File: config.mk
export PLATFORM = sky130hd
export DESIGN_NAME = mem_bus_arbiter
export DESIGN_NICKNAME = d
export VERILOG_FILES = /design/src/rtl/mem_bus_arbiter.sv
export SDC_FILE = /design/constraint.sdc
export NUM_CORES = 1
export LEC_CHECK = 0
export BUFFER_PORTS_ARGS = -buffer_cell sky130_fd_sc_hd__buf_2
export CORE_MARGIN = 8
export CORE_UTILIZATION = 47
export DETAILED_ROUTE_END_ITERATION = 12
export PLACE_DENSITY = 0.84
export SLEW_MARGIN = 25
export SYNTH_ARGS = -nofsm -noshare
export SYNTH_HDL_FRONTEND = slang
export SYNTH_SLANG_ARGS = --single-unit
File: constraint.sdc
create_clock -name clk -period 2.2 [get_ports clk]
set_clock_uncertainty 0.05 [all_clocks]
set_input_delay 0.33 -clock clk [delete_from_list [all_inputs] [get_ports clk]]
set_output_delay 0.33 -clock clk [all_outputs]
set_load 0.02 [all_outputs]
File: src/rtl/mem_bus_arbiter.sv
// Two-master round-robin arbiter for the shared ROM/RAM bus with address decode and fixed-latency ack.
// Optional ARB_LOCK_EN adds lock0/lock1 so a master can keep the bus across back-to-back transactions.
module mem_bus_arbiter #(
  parameter int AW          = 8,
  parameter int DW          = 8,
  parameter int WAIT_STATES = 0
) (
  input  logic          clk,
  input  logic          rst,
  input  logic          req0,
  input  logic          we0,
  input  logic [AW-1:0] adrs0,
  input  logic [DW-1:0] wdata0,
  output logic          ack0,
  output logic          err0,
  output logic [DW-1:0] rdata0,
  input  logic          req1,
  input  logic          we1,
  input  logic [AW-1:0] adrs1,
  input  logic [DW-1:0] wdata1,
  output logic          ack1,
  output logic          err1,
  output logic [DW-1:0] rdata1,
  output logic [AW-1:0] adrs,
  output logic [DW-1:0] dout,
  input  logic [DW-1:0] din,
  output logic          mem_read,
  output logic          mem_write,
  output logic          rom_cs,
  output logic          ram_cs
`ifdef ARB_LOCK_EN
  ,
  input  logic          lock0,
  input  logic          lock1
`endif
);

  typedef enum logic [1:0] {IDLE, ACCESS, RESP} state_t;

  localparam logic [2:0] LAST_WAIT = 3'(WAIT_STATES);

  state_t     state;
  logic       last_grant;
  logic       gnt;
  logic       g_we;
  logic       g_err;
  logic [2:0] wcnt;
  logic       mem_write_q;

  logic          pick_valid;
  logic          pick;
  logic          sel_we;
  logic [AW-1:0] sel_adrs;
  logic [DW-1:0] sel_wdata;
  logic          sel_rom;
  logic          sel_ram;
  logic          sel_err;

`ifdef ARB_LOCK_EN
  logic lock_hold;
  logic lock_owner;
`endif

  always_comb begin
    pick_valid = req0 | req1;
    pick       = (req0 & req1) ? ~last_grant : req1;
`ifdef ARB_LOCK_EN
    if (lock_hold && (lock_owner ? req1 : req0))
      pick = lock_owner;
`endif
    sel_we    = pick ? we1 : we0;
    sel_adrs  = pick ? adrs1 : adrs0;
    sel_wdata = pick ? wdata1 : wdata0;
    sel_rom   = (sel_adrs[7:5] == 3'b000);
    sel_ram   = (sel_adrs[7:2] == 6'b001000);
    sel_err   = sel_we ? ~sel_ram : ~(sel_rom | sel_ram);
  end

  always_ff @(posedge clk) begin
    if (rst) begin
      state       <= IDLE;
      last_grant  <= 1'b1;
      gnt         <= 1'b0;
      g_we        <= 1'b0;
      g_err       <= 1'b0;
      wcnt        <= '0;
      ack0        <= 1'b0;
      ack1        <= 1'b0;
      err0        <= 1'b0;
      err1        <= 1'b0;
      rdata0      <= '0;
      rdata1      <= '0;
      adrs        <= '0;
      dout        <= '0;
      mem_read    <= 1'b0;
      mem_write_q <= 1'b0;
`ifdef ARB_LOCK_EN
      lock_hold   <= 1'b0;
      lock_owner  <= 1'b0;
`endif
    end else begin
      case (state)
        IDLE: begin
          adrs <= '1;
`ifdef ARB_LOCK_EN
          if (lock_hold && !(lock_owner ? req1 : req0))
            lock_hold <= 1'b0;
`endif
          if (pick_valid) begin
            gnt         <= pick;
            last_grant  <= pick;
            g_we        <= sel_we;
            g_err       <= sel_err;
            adrs        <= sel_adrs;
            dout        <= sel_wdata;
            mem_read    <= ~sel_we & ~sel_err;
            mem_write_q <= sel_we & ~sel_err;
            wcnt        <= '0;
            state       <= ACCESS;
          end
        end
        ACCESS: begin
          if (wcnt == LAST_WAIT) begin
            mem_read    <= 1'b0;
            mem_write_q <= 1'b0;
            adrs        <= '1;
            // Writes leave rdata alone; errors of either kind clear it.
            if (gnt) begin
              ack1 <= 1'b1;
              err1 <= g_err;
              if (g_err)      rdata1 <= '0;
              else if (!g_we) rdata1 <= din;
            end else begin
              ack0 <= 1'b1;
              err0 <= g_err;
              if (g_err)      rdata0 <= '0;
              else if (!g_we) rdata0 <= din;
            end
            state <= RESP;
          end else begin
            wcnt <= wcnt + 3'd1;
          end
        end
        RESP: begin
          ack0  <= 1'b0;
          ack1  <= 1'b0;
          err0  <= 1'b0;
          err1  <= 1'b0;
`ifdef ARB_LOCK_EN
          lock_hold  <= gnt ? lock1 : lock0;
          lock_owner <= gnt;
`endif
          state <= IDLE;
        end
        default: state <= IDLE;
      endcase
    end
  end

  // Reset is synchronous, so a strobe registered before it must be masked in the reset cycle itself.
  assign mem_write = mem_write_q & ~rst;
  assign rom_cs    = (adrs[7:5] == 3'b000);
  assign ram_cs    = (adrs[7:2] == 6'b001000);

endmodule

== Word level (Yosys, flattened, before mapping) ==
Cells that the tools add are included.
Operators by class
  muxes and demuxes: 33
  reductions and logical operators: 15
  multiply operators: 0
  shifts and indexed selects: 0
  bitwise gates (word level): 13
  magnitude comparators: 0
  div/mod/pow operators: 0
  eq/ne operators: 10
  $add $sub $neg: 1
Operator list (count)
  2-to-1 mux 8 bit: 6
  case mux 8 bit (2 select lines): 1
  2-to-1 mux 1 bit: 14
  == test 6 x 4 -> 1 bit, second input constant: 2
  case mux 1 bit (2 select lines): 6
  AND reduction 3 bit: 4
  != test 2 bit, second input constant: 5
  zero test 3 bit: 3
  AND reduction 4 bit: 2
  NOT 1 bit: 7
  2-to-1 mux 3 bit: 2
  case mux 3 bit (2 select lines): 1
  AND reduction 2 bit: 3
  bitwise AND 1 bit: 4
  2-to-1 mux 2 bit: 2
  case mux 2 bit (2 select lines): 1
  nonzero test 2 bit: 2
  adder 3 x 1 -> 3 bit, second input constant: 1
  == test 2 x 1 -> 1 bit, second input constant: 1
  == test 2 bit, second input constant: 1
  zero test 2 bit: 1
  != test 2 x 1 -> 1 bit, second input constant: 1
  bitwise OR 1 bit: 2
Storage, ports and cells
  RAM bits: 0
  memories kept: 0
  memory bits (read-only): 0
  output and inout port bits: 40
  bits in registers: 47
  word-level logic and storage cells: 88
  bits in latches: 0

== Longest topological paths before layout ==
Gate-level depths: netlist (run 1).
  depth in word-level cells: 11
  mapped depth: 7
  mapped depth without buffers: 6

== Least setup slack after synthesis (run 1) ==
Ideal clock, no wire load.
  path type: register to output
  from: register adrs[5]
  to: output ram_cs
  setup slack: 0.299 ns
  stages on the path, launching flop included: 3
  data arrival time: 1.521 ns
  cell sequence: dfxtp_1 -> or4b_2 -> nor3_1
On the way
  word-level cells in the longest chain between the ends: 1
Ends and longest elaborated chain
  start, declared: RTL line 24  | output logic [AW-1:0] adrs,
  start signal, assigned: RTL line 114  | adrs <= sel_adrs;
  == test 6 x 4 -> 1 bit: RTL line 163  | assign ram_cs = (adrs[7:2] == 6'b001000);
  end, declared: RTL line 30  | output logic ram_cs
Every way passes these cells.

== Worst setup path after layout (run 1) ==
  from: register adrs[7]
  to: output ram_cs
The elaborated chain is that of the path after synthesis.

==> results of run 1 <==
-- through the flow --
stage / utilization / hold slack (ns) / total power [uW] / instances
after floorplan: - / 0.410 / 1240 / 238
after global placement: 0.593 / 0.398 / 1390 / 367
after detailed placement: 0.593 / 0.396 / 1400 / 367
after CTS: 0.616 / 0.225 / 1970 / 375
after global routing: 0.616 / 0.234 / 2050 / 375
final: 0.616 / 0.236 / 1950 / 375
-- registers in the layout, indices dropped and copies added, names as in the netlist, 2 cells and up --
signal / count
adrs: 8
dout: 8
rdata0: 8
rdata1: 8
wcnt: 3
state: 2
-- power groups by stage --
stage          combinational, uW  sequential, uW  clock [uW]
3_3_place_gp                 421             974           0
3_5_place_dp                 426             976           0
5_1_grt                      465             967         621
2_1_floorplan                211            1030           0
4_1_cts                      428             956         584
6_report                     423             956         566
-- cells by family after synthesis --
kind of cell / share of synthesized area
DFF: 0.452
muxes: 0.0913
and+or+nand+nor: 0.266
buffers and inverters: 0.0337
adders and majority gates: 0.0120
xor gates and xnor gates: 0.00841
AOI/OAI and AO/OA: 0.137
-- cells in the final DEF (no fill, tap or decap), types with 2 or more instances in the layout --
cell and count:
a311oi_1 16, o21a_1 2, buf_2 85, nand2_1 41
a21oi_1 8, buf_4 4, clkbuf_8 7, a211oi_1 2
inv_1 3, mux2i_1 19, nand2b_1 2, nor2_1 42
dfxtp_1 47, nor3_1 6, nor2b_1 13, nand3_1 2
nor4b_1 2, ha_1 2, o21ai_0 2, nand3b_1 2
-- metal layers --
| metal | track usage | up-vias | routed length, um |
|---|---|---|---|
| met3 | 0.0617 | 5 | 484 |
| li1 | - | 998 | - |
| met5 | 0 | - | 0 |
| met2 | 0.283 | 83 | 2450 |
| met1 | 0.181 | 884 | 2370 |
| met4 | 0.0517 | 0 | 56 |
-- final timing paths --
check | slack, ns | start | to
setup / recovery | 0.19 | adrs[7] | ram_cs
hold reg to reg | 0.40 | ack1 | ack1
setup reg to reg | 0.37 | wcnt[0] | rdata1[4]
hold / removal | 0.24 | wdata1[1] | dout[1]
-- Yosys cell counts, types with 3 or more instances --
cell	instances	area (sq um)
a21oi_1	8	40.0
clkbuf_1	6	22.5
inv_1	3	11.3
a311oi_1	16	140
mux2i_1	19	190
nor2_1	42	158
buf_2	5	25.0
dfxtp_1	47	941
nor2b_1	13	81.3
nand2_1	41	154
nor3_1	6	30.0
-- cell type report --
class                   instances  share of cell area
well taps                      52              0.0244
flip-flops and latches         47               0.353
multi-input cells             175               0.402
repair buffers                 90               0.178
inverters                       3             0.00423
clock buffers                   8              0.0376
-- critical path, delay by kind of cell, from the launching register on --
| kind | cells | cell delay, ns |
|---|---|---|
| buffers and inverters | 1 | 0.19 |
| DFF | 1 | 0.34 |
| and+or+nand+nor | 2 | 0.80 |
==> run_results.csv, run 1 <==
group,metric,value,unit
die,die_h,82.6,um
final_layout,final_nets,370,
sta,final-hold-violation-count,0,
clock_tree,cts_sinks,47,
final_layout,design_area,2660,sq um
die,initial_core_util,0.481,
route,drc_errors,0,
die,fp.coreArea,4320,sq um
yosys,synth_seq_cells,47,
clock_tree,cts_root_buffer,"clkbuf_8",
yosys,synth_warnings,0,
clock_tree,cts_hold_buf,0,
sta,tightest_slew,0.666,ns
yosys,ys_types,35,
yosys,synth-edff-count,0,
sta,layout_setup_ws,0.187,ns
yosys,synth_nets,286,
sta,setup_viol,0,
worst_setup_path,crit_chain,"or4b_2 > nor3_1 > buf_2",
worst_setup_path,arrival,1.63,ns
power,p_sw,575,uW
yosys,ys_seq_area_frac,0.452,
power,power_frac_seq,0.491,
grt,gr-total-overflow,0,
worst_setup_path,reg2reg_depth,6,
yosys,avgSynthCellArea,8.75,sq um
final_layout,multi_input_area,1070,sq um
route,first_pass_iters,5,
clock_tree,clk_latency,0.30,ns
yosys,async_flop_share,0,
final_layout,diodes,0,
sta,setup_tns,0,ns
final_layout,area_delta_synth_final,27.9,%
sta,fin_crit,2.01,ns
yosys,synth_cells,238,
worst_setup_path,slowest_delay,0.67,ns
place,placed_cell_area,2560,sq um
die,dieArea,6820,sq um
grt,grt_max_degree,27,
clock_tree,clk_path_buf_depth,2,
power,p_int,1370,uW
worst_setup_path,slowest_stage,"or4b_2",
route,wl_per_cell,14.3,um
worst_setup_path,critical_path_required,1.82,ns
worst_hold_path,hold_path_depth,3,
route,drtAntennaViolNets,0,
clock_tree,cts_tree,"yes",
yosys,netlist_area,2080,sq um
grt,grt_pass1_wl,8810,um
sta,slew_headroom,0.551,
sta,clock.fmax,497,MHz
power,switching_share,0.295,
route,drt_first_iter_violations,103,
final_layout,regArea,941,sq um
sta,min_period_over_period,0.915,
die,ios,86,
clock_tree,postCtsResizedCells,0,
place,port_buffers,85,
grt,grt_usage,0.163,
clock_tree,htreeDepth,2,
clock_tree,cts_inserted_buffers,5,
sta,report.final.slew_viol_count,0,
status,status,"complete, no violations",
worst_setup_path,path_class,"flip-flop to primary output",
power,p_clk_frac,0.291,
clock_tree,clkTransAtPathRegs,0.08,ns
place,dp_hpwl,4070,um
yosys,synth_flop_cell,"dfxtp_1",
clock_tree,post_cts_buffers,0,
route,vias,1970,
sta,rsz0062_at_grt,"false",
grt,first_global_vias,2037,
power,p_leak,0.00128,uW
worst_hold_path,hold_class,"primary input to flip-flop",
power,ir_worst_vdd,0.347,mV
route,avgViaCountPerCell,5.25,
worst_setup_path,cp-end-kind,"primary output",
power,power_density,730,nW/um^2
route,wirelength,5360,um
die,num_rows,24,
power,pwr-share-comb,0.217,
final_layout,nFillCells,393,
final_layout,drive_gt1_frac,0.319,
grt,grt_antenna_before_repair,0,
run,maxCapViolations,0,
die,die_w,82.6,um
place,place.gp.congestion,0.782,
worst_setup_path,start_kind,"flip-flop",
worst_setup_path,cp_max_fo,4,
place,dp_slack,0.391,ns
Power figures use the tool's default switching activity.
==> run 2, diff against run 1 <==
--- a/config.mk
+++ b/config.mk
@@ -7,10 +7,10 @@
 export LEC_CHECK = 0
 export BUFFER_PORTS_ARGS = -buffer_cell sky130_fd_sc_hd__buf_2
 export CORE_MARGIN = 8
-export CORE_UTILIZATION = 47
+export CORE_UTILIZATION = 51
 export DETAILED_ROUTE_END_ITERATION = 12
-export PLACE_DENSITY = 0.84
-export SLEW_MARGIN = 25
+export PLACE_DENSITY = 0.9
+export SETUP_SLACK_MARGIN = 0.05
 export SYNTH_ARGS = -nofsm -noshare
 export SYNTH_HDL_FRONTEND = slang
 export SYNTH_SLANG_ARGS = --single-unit
==> constraint.sdc (replaced) <==
create_clock -name clk -period 2.43 [get_ports clk]
set_clock_uncertainty 0.05 [all_clocks]
set_input_delay 0.3645 -clock clk [delete_from_list [all_inputs] [get_ports clk]]
set_output_delay 0.3645 -clock clk [all_outputs]
set_load 0.02 [all_outputs]
==> run 2 against run 1 <==
  * Combinational power is 10% lower
  * Via count up 1.8%
  * Sequential share of layout area grew 0.44 points
  * Final cell count down 0.80%
  * Die area shrank 6.3%
  * First-iteration DRC count up 19%
  * Highest routed layer unchanged
==> run_results.csv, run 2 (synthesized netlist as in run 1, its figures left out) <==
group,metric,value,unit
status,status,"complete, no violations",
grt,grtUsageMet1,0.189,
sta,report.final.slew_viol_count,0,
sta,setup_viol,0,
clock_tree,postCtsResizedCells,0,
final_layout,diodes,0,
grt,gr-total-overflow,0,
grt,grt_antenna_before_repair,0,
clock_tree,cts_sinks,47,
clock_tree,clk_path_buf_depth,2,
route,drtAntennaViolNets,0,
sta,fin_crit,2.02,ns
place,place.gp.congestion,0.850,
grt,top_usage_layer,"met2",
power,p_sw,524,uW
power,power_density,645,nW/um^2
final_layout,utilization,0.663,
clock_tree,htreeDepth,2,
worst_setup_path,cp-end-kind,"primary output",
sta,setup_tns,0,ns
grt,grt_usage,0.178,
die,ios,86,
power,pwr-share-comb,0.224,
final_layout,final_nets,370,
clock_tree,cts_root_buffer,"clkbuf_8",
power,power_frac_seq,0.510,
place,port_buffers,85,
route,wl_per_cell,15.0,um
route,wirelength,5600,um
sta,clock.fmax,495,MHz
die,dieArea,6380,sq um
final_layout,drive_gt1_frac,0.320,
route,first_pass_iters,4,
final_layout,layout_commonest_cell,"buf_2",
power,p_clk_frac,0.267,
worst_setup_path,start_kind,"flip-flop",
worst_setup_path,arrival,1.61,ns
route,drt_first_iter_violations,123,
sta,slew_headroom,0.545,
grt,met3_usage,0.0394,
sta,final-hold-violation-count,0,
power,switching_share,0.309,
worst_setup_path,slowest_delay,0.66,ns
power,power,1700,uW
worst_setup_path,path_class,"flip-flop to primary output",
die,initial_core_util,0.524,
worst_setup_path,cp_top_family,"simple AND/OR/NAND/NOR gates",
grt,first_global_vias,2086,
route,avgViaCountPerCell,5.39,
sta,min_period_over_period,0.831,
clock_tree,clkTransAtPathRegs,0.09,ns
final_layout,final_cell_mix,"buf_2, dfxtp_1, nor2_1",
power,p_int,1170,uW
worst_hold_path,hold_class,"primary input to flip-flop",
place,dp_hpwl,4170,um
worst_setup_path,crit_chain,"or4b_2 > nor3_1 > buf_2",
clock_tree,clk_latency,0.30,ns
place,dp_slack,0.615,ns
final_layout,area_delta_synth_final,26.4,%
route,drc_errors,0,
worst_setup_path,critical_path_required,2.02,ns
die,fp.coreArea,3970,sq um
die,num_rows,23,
power,ir_worst_vdd,0.535,mV
clock_tree,cts_tree,"yes",
die,die_h,79.9,um
sta,rsz0062_at_grt,"false",
worst_setup_path,slowest_stage,"or4b_2",
clock_tree,cts_hold_buf,0,
grt,grt_max_degree,33,
worst_setup_path,path_buf_inv,1,
clock_tree,cts_inserted_buffers,5,
power,p_leak,0.00127,uW
run,maxCapViolations,0,
worst_setup_path,cp_max_fo,4,
final_layout,nFillCells,339,
die,die_w,79.9,um
sta,layout_setup_ws,0.410,ns
clock_tree,post_cts_buffers,0,
grt,grt_pass1_wl,9260,um
sta,tightest_slew,0.675,ns
grt,use_met2,0.323,
route,vias,2005,
run 2: changes by cell type in the layout (fill, tap and decap cells not counted), sizes merged:
cell and change:
clkbuf -3, clkinv +2
run 2: final timing paths:
path / start / to / slack (ns) / cells past startpoint
worst max-delay path: adrs[7] / ram_cs / 0.41 / 3
worst min-delay path: wdata0[4] / dout[4] / 0.27 / 3
worst max register to register: wcnt[0] / rdata1[2] / 0.60 / 6
worst min register to register: ack1 / ack1 / 0.41 / 2
run 2: power groups by stage:
| stage | clock network (uW) | registers, uW | logic (uW) |
|---|---|---|---|
| after floorplan | 0 | 935 | 191 |
| after global placement | 0 | 880 | 371 |
| after detailed placement | 0 | 882 | 380 |
| after CTS | 457 | 865 | 382 |
| after global routing | 487 | 872 | 419 |
| final | 453 | 865 | 379 |
run 2: worst min-delay path: stages:
cell and delay, ns:
buf_2 0.10, nand2_1 0.04, a311oi_1 0.07
run 2: stage by stage:
step	hold slack, ns	cell area, sq um	std cells
floorplan	0.410	2080	238
global placement	0.394	2550	365
detailed placement	0.404	2550	365
CTS	0.270	2630	372
global route	0.280	2630	372
finish	0.273	2630	372
run 2: final cells by class:
class / instances / area (sq um) / share of cell area
multi-input cells: 175 / 1070 / 0.407
flip-flops and latches: 47 / 941 / 0.358
inverters: 3 / 11.3 / 0.00428
clock inverters: 2 / 13.8 / 0.00523
repair buffers: 90 / 463 / 0.176
well taps: 50 / 62.6 / 0.0238
clock buffers: 5 / 68.8 / 0.0262
run 2: metal layers:
metal / up-vias / routed length, um
li1: 996 / -
met1: 936 / 2260
met2: 62 / 2940
met3: 11 / 279
met4: 0 / 116
met5: - / 0
